**config.mk**
```make
export PLATFORM = sky130hd
export DESIGN_NAME = bcd_down_timer
export DESIGN_NICKNAME = d
export VERILOG_FILES = /design/src/rtl/bcd_down_timer_pkg.sv /design/src/rtl/bcd_down_timer_digit.sv /design/src/rtl/bcd_down_timer.sv
export SDC_FILE = /design/constraint.sdc
export NUM_CORES = 1
export LEC_CHECK = 0
export CAP_MARGIN = 20
export CORE_MARGIN = 8
export CORE_UTILIZATION = 47
export CTS_BUF_LIST = sky130_fd_sc_hd__clkbuf_8
export DETAILED_ROUTE_END_ITERATION = 12
export GPL_ROUTABILITY_DRIVEN = 0
export PLACE_DENSITY = 0.82
export SLEW_MARGIN = 5
export SYNTH_ARGS = -nofsm -noshare
export SYNTH_HDL_FRONTEND = slang
export SYNTH_SLANG_ARGS = --single-unit
```
**constraint.sdc**
```tcl
create_clock -name clk -period 2.2 [get_ports clk]
set_clock_uncertainty 0.1 [all_clocks]
set_input_delay 0.22 -clock clk [delete_from_list [all_inputs] [get_ports clk]]
set_output_delay 0.22 -clock clk [all_outputs]
set_load 0.005 [all_outputs]
```
**src/rtl/bcd_down_timer_pkg.sv**
```systemverilog
// Shared types and constants for the BCD down-timer: FSM state encoding,
// BCD digit width/limit and the per-digit load clamp.
package bcd_down_timer_pkg;

  localparam int          BCD_W   = 4;
  localparam logic [3:0]  BCD_MAX = 4'd9;

  typedef enum logic [1:0] {
    IDLE  = 2'd0,
    RUN   = 2'd1,
    PAUSE = 2'd2
  } state_e;

  // Non-decimal nibbles (A..F) are treated as the largest legal digit.
  function automatic logic [BCD_W-1:0] bcd_clamp(input logic [BCD_W-1:0] d);
    return (d > BCD_MAX) ? BCD_MAX : d;
  endfunction

endpackage

```
**src/rtl/bcd_down_timer_digit.sv**
```systemverilog
// One BCD digit of the down-count ripple chain; 0 with a borrow wraps to 9
// and passes the borrow to the next digit. Purely combinational.
module bcd_down_digit
  import bcd_down_timer_pkg::*;
(
  input  logic [BCD_W-1:0] digit_in,
  input  logic             borrow_in,
  output logic [BCD_W-1:0] digit_out,
  output logic             borrow_out
);

  always_comb begin
    digit_out  = digit_in;
    borrow_out = 1'b0;
    if (borrow_in) begin
      if (digit_in == 4'd0) begin
        digit_out  = BCD_MAX;
        borrow_out = 1'b1;
      end else begin
        digit_out = digit_in - 4'd1;
      end
    end
  end

endmodule

```
**src/rtl/bcd_down_timer.sv**
```systemverilog
// Loadable multi-digit BCD down-timer with run/pause control, one-cycle done
// pulse and freezable display output. Optional macro: BCD_TIMER_AUTO_RELOAD_EN.
module bcd_down_timer
  import bcd_down_timer_pkg::*;
#(
  parameter int DIGITS = 4
) (
  input  logic                  clk,
  input  logic                  reset,
  input  logic                  clken,
  input  logic                  load,
  input  logic [4*DIGITS-1:0]   load_value,
  input  logic                  start,
  input  logic                  stop,
  input  logic                  freeze,
  output logic [4*DIGITS-1:0]   data,
  output logic                  running,
  output logic                  done
);

  localparam int CW = BCD_W * DIGITS;

  state_e          state_q, state_d;
  logic [CW-1:0]   count_q, count_d;
  logic [CW-1:0]   data_q;
  logic            running_q;
  logic            done_q, done_d;
  logic [CW-1:0]   count_dec;
  logic [CW-1:0]   load_clean;
  logic [DIGITS:0] borrow;
  logic            cnt_zero;
  logic            dec_zero;
`ifdef BCD_TIMER_AUTO_RELOAD_EN
  logic [CW-1:0]   reload_q;
`endif

  assign borrow[0] = 1'b1;

  for (genvar g = 0; g < DIGITS; g++) begin : g_digit
    bcd_down_digit u_digit (
      .digit_in  (count_q[g*BCD_W +: BCD_W]),
      .borrow_in (borrow[g]),
      .digit_out (count_dec[g*BCD_W +: BCD_W]),
      .borrow_out(borrow[g+1])
    );
    assign load_clean[g*BCD_W +: BCD_W] = bcd_clamp(load_value[g*BCD_W +: BCD_W]);
  end

  // A borrow escaping the top digit means every digit was already zero.
  assign cnt_zero = borrow[DIGITS];
  assign dec_zero = (count_dec == '0);

  always_comb begin
    state_d = state_q;
    count_d = count_q;
    done_d  = 1'b0;
    if (load) begin
      count_d = load_clean;
      state_d = IDLE;
    end else if (stop) begin
      if (state_q == RUN) state_d = PAUSE;
    end else if (start && (state_q != RUN)) begin
      if (!cnt_zero) state_d = RUN;
    end else if ((state_q == RUN) && clken && !cnt_zero) begin
      count_d = count_dec;
      if (dec_zero) begin
        done_d = 1'b1;
`ifdef BCD_TIMER_AUTO_RELOAD_EN
        if (reload_q != '0) count_d = reload_q;
        else                state_d = IDLE;
`else
        state_d = IDLE;
`endif
      end
    end
  end

  always_ff @(posedge clk) begin
    if (reset) begin
      state_q   <= IDLE;
      count_q   <= '0;
      data_q    <= '0;
      running_q <= 1'b0;
      done_q    <= 1'b0;
`ifdef BCD_TIMER_AUTO_RELOAD_EN
      reload_q  <= '0;
`endif
    end else begin
      state_q   <= state_d;
      count_q   <= count_d;
      running_q <= (state_d == RUN);
      done_q    <= done_d;
      // Display shows the pre-update count, so it trails the count by one clock.
      if (!freeze) data_q <= count_q;
`ifdef BCD_TIMER_AUTO_RELOAD_EN
      if (load) reload_q <= load_clean;
`endif
    end
  end

  assign data    = data_q;
  assign running = running_q;
  assign done    = done_q;

endmodule

```
==> results.ini <==
[run_status]
outcome=completed

[die]
fp.dieArea_um2=6210
design.core.area_um2=3880
dieHeight_um=78.8
ioPinCount=41
initial_core_util_pct=47.8
die_width_um=78.8
num_rows=23

[placement]
detailedPlace.worstSlack_ns=0.101
numPortBuffers=40
place.detailed.hpwl_mm=3.52

[sta]
finalMaxSlewViolations=0
slew_headroom_pct=73.6
tightest_slew_ns=0.393
final.setup.tns_ns=0
setup_ws_ns=0.100
maxClockFrequency_mhz=476
timing.final.crit_share_pct=95.4
layout_min_cycle_time_ns=2.10
finalSetupViolCount=0
hold_violations=0

[power_and_ir_drop]
static_leakage_power_nw=0.995
power.density_nw_per_um2=595
ir_worst_vdd_uv=379

[cts]
number_of_hold_buffers_added_after_cts=0
worstSkewPairLatency_ns=0.28
cts-htree-levels=2
clockRootBuffer=clkbuf_8
clock_tree.buffer_depth=2
numClockSinks=36
numCtsBuffers=5
cts.clk_slew.worst_paths_ns=0.07
cts_tree=yes

[setup_path]
worstSetupStartpointType=flip-flop
critPathSlowestCell=or4_1
crit_path_max_fanout=5
path_class=flip-flop to flip-flop
crit_path_cell_trace=or4_1 > or3_1 > o21ai_1 > mux2i_1 > o21ai_1
timing.critical_path.slowest_cell_delay_ns=0.62
worstPathBufferInverterCount=0
worst_path_most_repeated_cell=o21ai_1
crit_required_ns=2.26
worst_path_dominant_cell_family=simple AND/OR/NAND/NOR gates
worst_setup_path_end_kind=flip-flop
worst-endpoint-arrival_ns=2.16

[synthesis]
synthTopCellsByArea=dfxtp_1, mux2i_1, nor2_1
synth.largest_area_cell=dfxtp_1
most_common_flop_cell_mapped_by_yosys=dfxtp_1
ys_seq_area_share_pct=38.8
ys_types=48
async_reset_ff_share_pct=0
net_count_after_synthesis=239
synth_area_um2=1860
synth_area_per_cell_um2=8.59
synth_common_cells=dfxtp_1, nor2_1, mux2i_1
synth.ff_latch_count=36
synth-warning-count=0
synth_top_cell_area_share_pct=38.8
synth_edf_count=0
gate_count_after_technology_mapping=216

[route]
dr.first_iter.drc_count=147
detail_route.first_pass.iterations=4
via_count=1787
routed_wire_length_per_instance_um=14.4
viasPerCell=5.55
drcViolationCount=0
wirelength_mm=4.65
drtAntennaViolNets=0

[layout]
multi_input_area_um2=1060
flow.area_growth_from_synthesis_pct=35.5
post_route_cells_drive_above_1_share_pct=13.6
antenna_cells_inserted=0
final_net_count=295
register_area_um2=721
fill_count=321

[min_path]
hp-class=flip-flop to flip-flop

[global_route]
grt.total_usage_pct=15.4
number_of_global_route_vias_before_repair=1740
grt_max_degree=30
antenna_found_initial=0
grt_pass1_wl_mm=7.88
grt_overflow=0

[job]
maxCapViolCount=0

registers in the layout (all words and copies together) (netlist names):
name,flops
count_q,16
data,16
state_q,2
done,1
running,1
area by class of cell:
cell class	count	area share (%)
multi-input cells	163	42.2
clock buffers	7	3.83
well taps	50	2.49
inverters	6	0.896
repair buffers	60	21.9
flip-flops and latches	36	28.7
logic make-up (layout without fill, tap and decap cells):
family	Yosys count	after routing	share of synthesized area (%)
simple gates	96	96	28.7
compound gates	42	42	15.0
flops	36	36	38.8
mux	20	20	10.8
buf+inv	17	73	4.32
xor+xnor	5	5	2.36
through the flow:
stage / power, mW / util (%) / hold slack, ns / instances / area, um^2
global placement: 1.00 / 61.9 / 0.374 / 314 / 2400
global route: 1.57 / 64.7 / 0.425 / 322 / 2510
finish: 1.49 / 64.7 / 0.398 / 322 / 2510
CTS: 1.50 / 64.3 / 0.405 / 321 / 2500
detailed placement: 1.01 / 61.9 / 0.388 / 314 / 2400
floorplan: 0.890 / - / 0.196 / 216 / 1860
tightest hold or removal path: stages (launching register included):
cell and delay, ns:
dfxtp_1 0.33, mux2i_1 0.07, nor2_1 0.07
repair_timing:
action | CTS | global route
endpoints found under the setup margin | 0 | 2
setup buffers | 0 | 1
resized for setup | 0 | 1
routing by layer:
layer	GRT usage (%)	up-vias	share of wire (%)	routed length, um
met2	26.8	51	49	2270
li1	-	899	-	-
met5	0	-	0	0
met4	5.74	0	1.6	74
met3	2.48	6	5.2	243
met1	18.5	831	44	2070
cell usage in the layout, fill, tap and decap left out, drive strengths merged, types with 3 or more instances in the layout:
master and n:
nand2b 3, xnor2 4, mux2i 20, dfxtp 36, nor3 16, or4 4
buf 20, o21ai 12, a21oi 12, nand2 12, o21a 3, clkbuf 7
inv 5, nand3 3, nor4 5, nor2 36, clkdlybuf4s50 40
report_power, final:
group,switching (mW),leakage [nW],internal (mW)
logic,0.148,0.650,0.152
registers,0.0231,0.295,0.681
clock network,0.212,0.0503,0.278
path summary, 6_finish.rpt:
check | slack (ns) | from | end | cells past startpoint
max | 0.10 | count_q[15] | count_q[2] | 5
min reg2reg | 0.40 | data[8] | data[8] | 2
max reg2reg | 0.10 | count_q[15] | count_q[2] | 5
min | 0.40 | data[8] | data[8] | 2
Power figures use the tool's default switching activity.
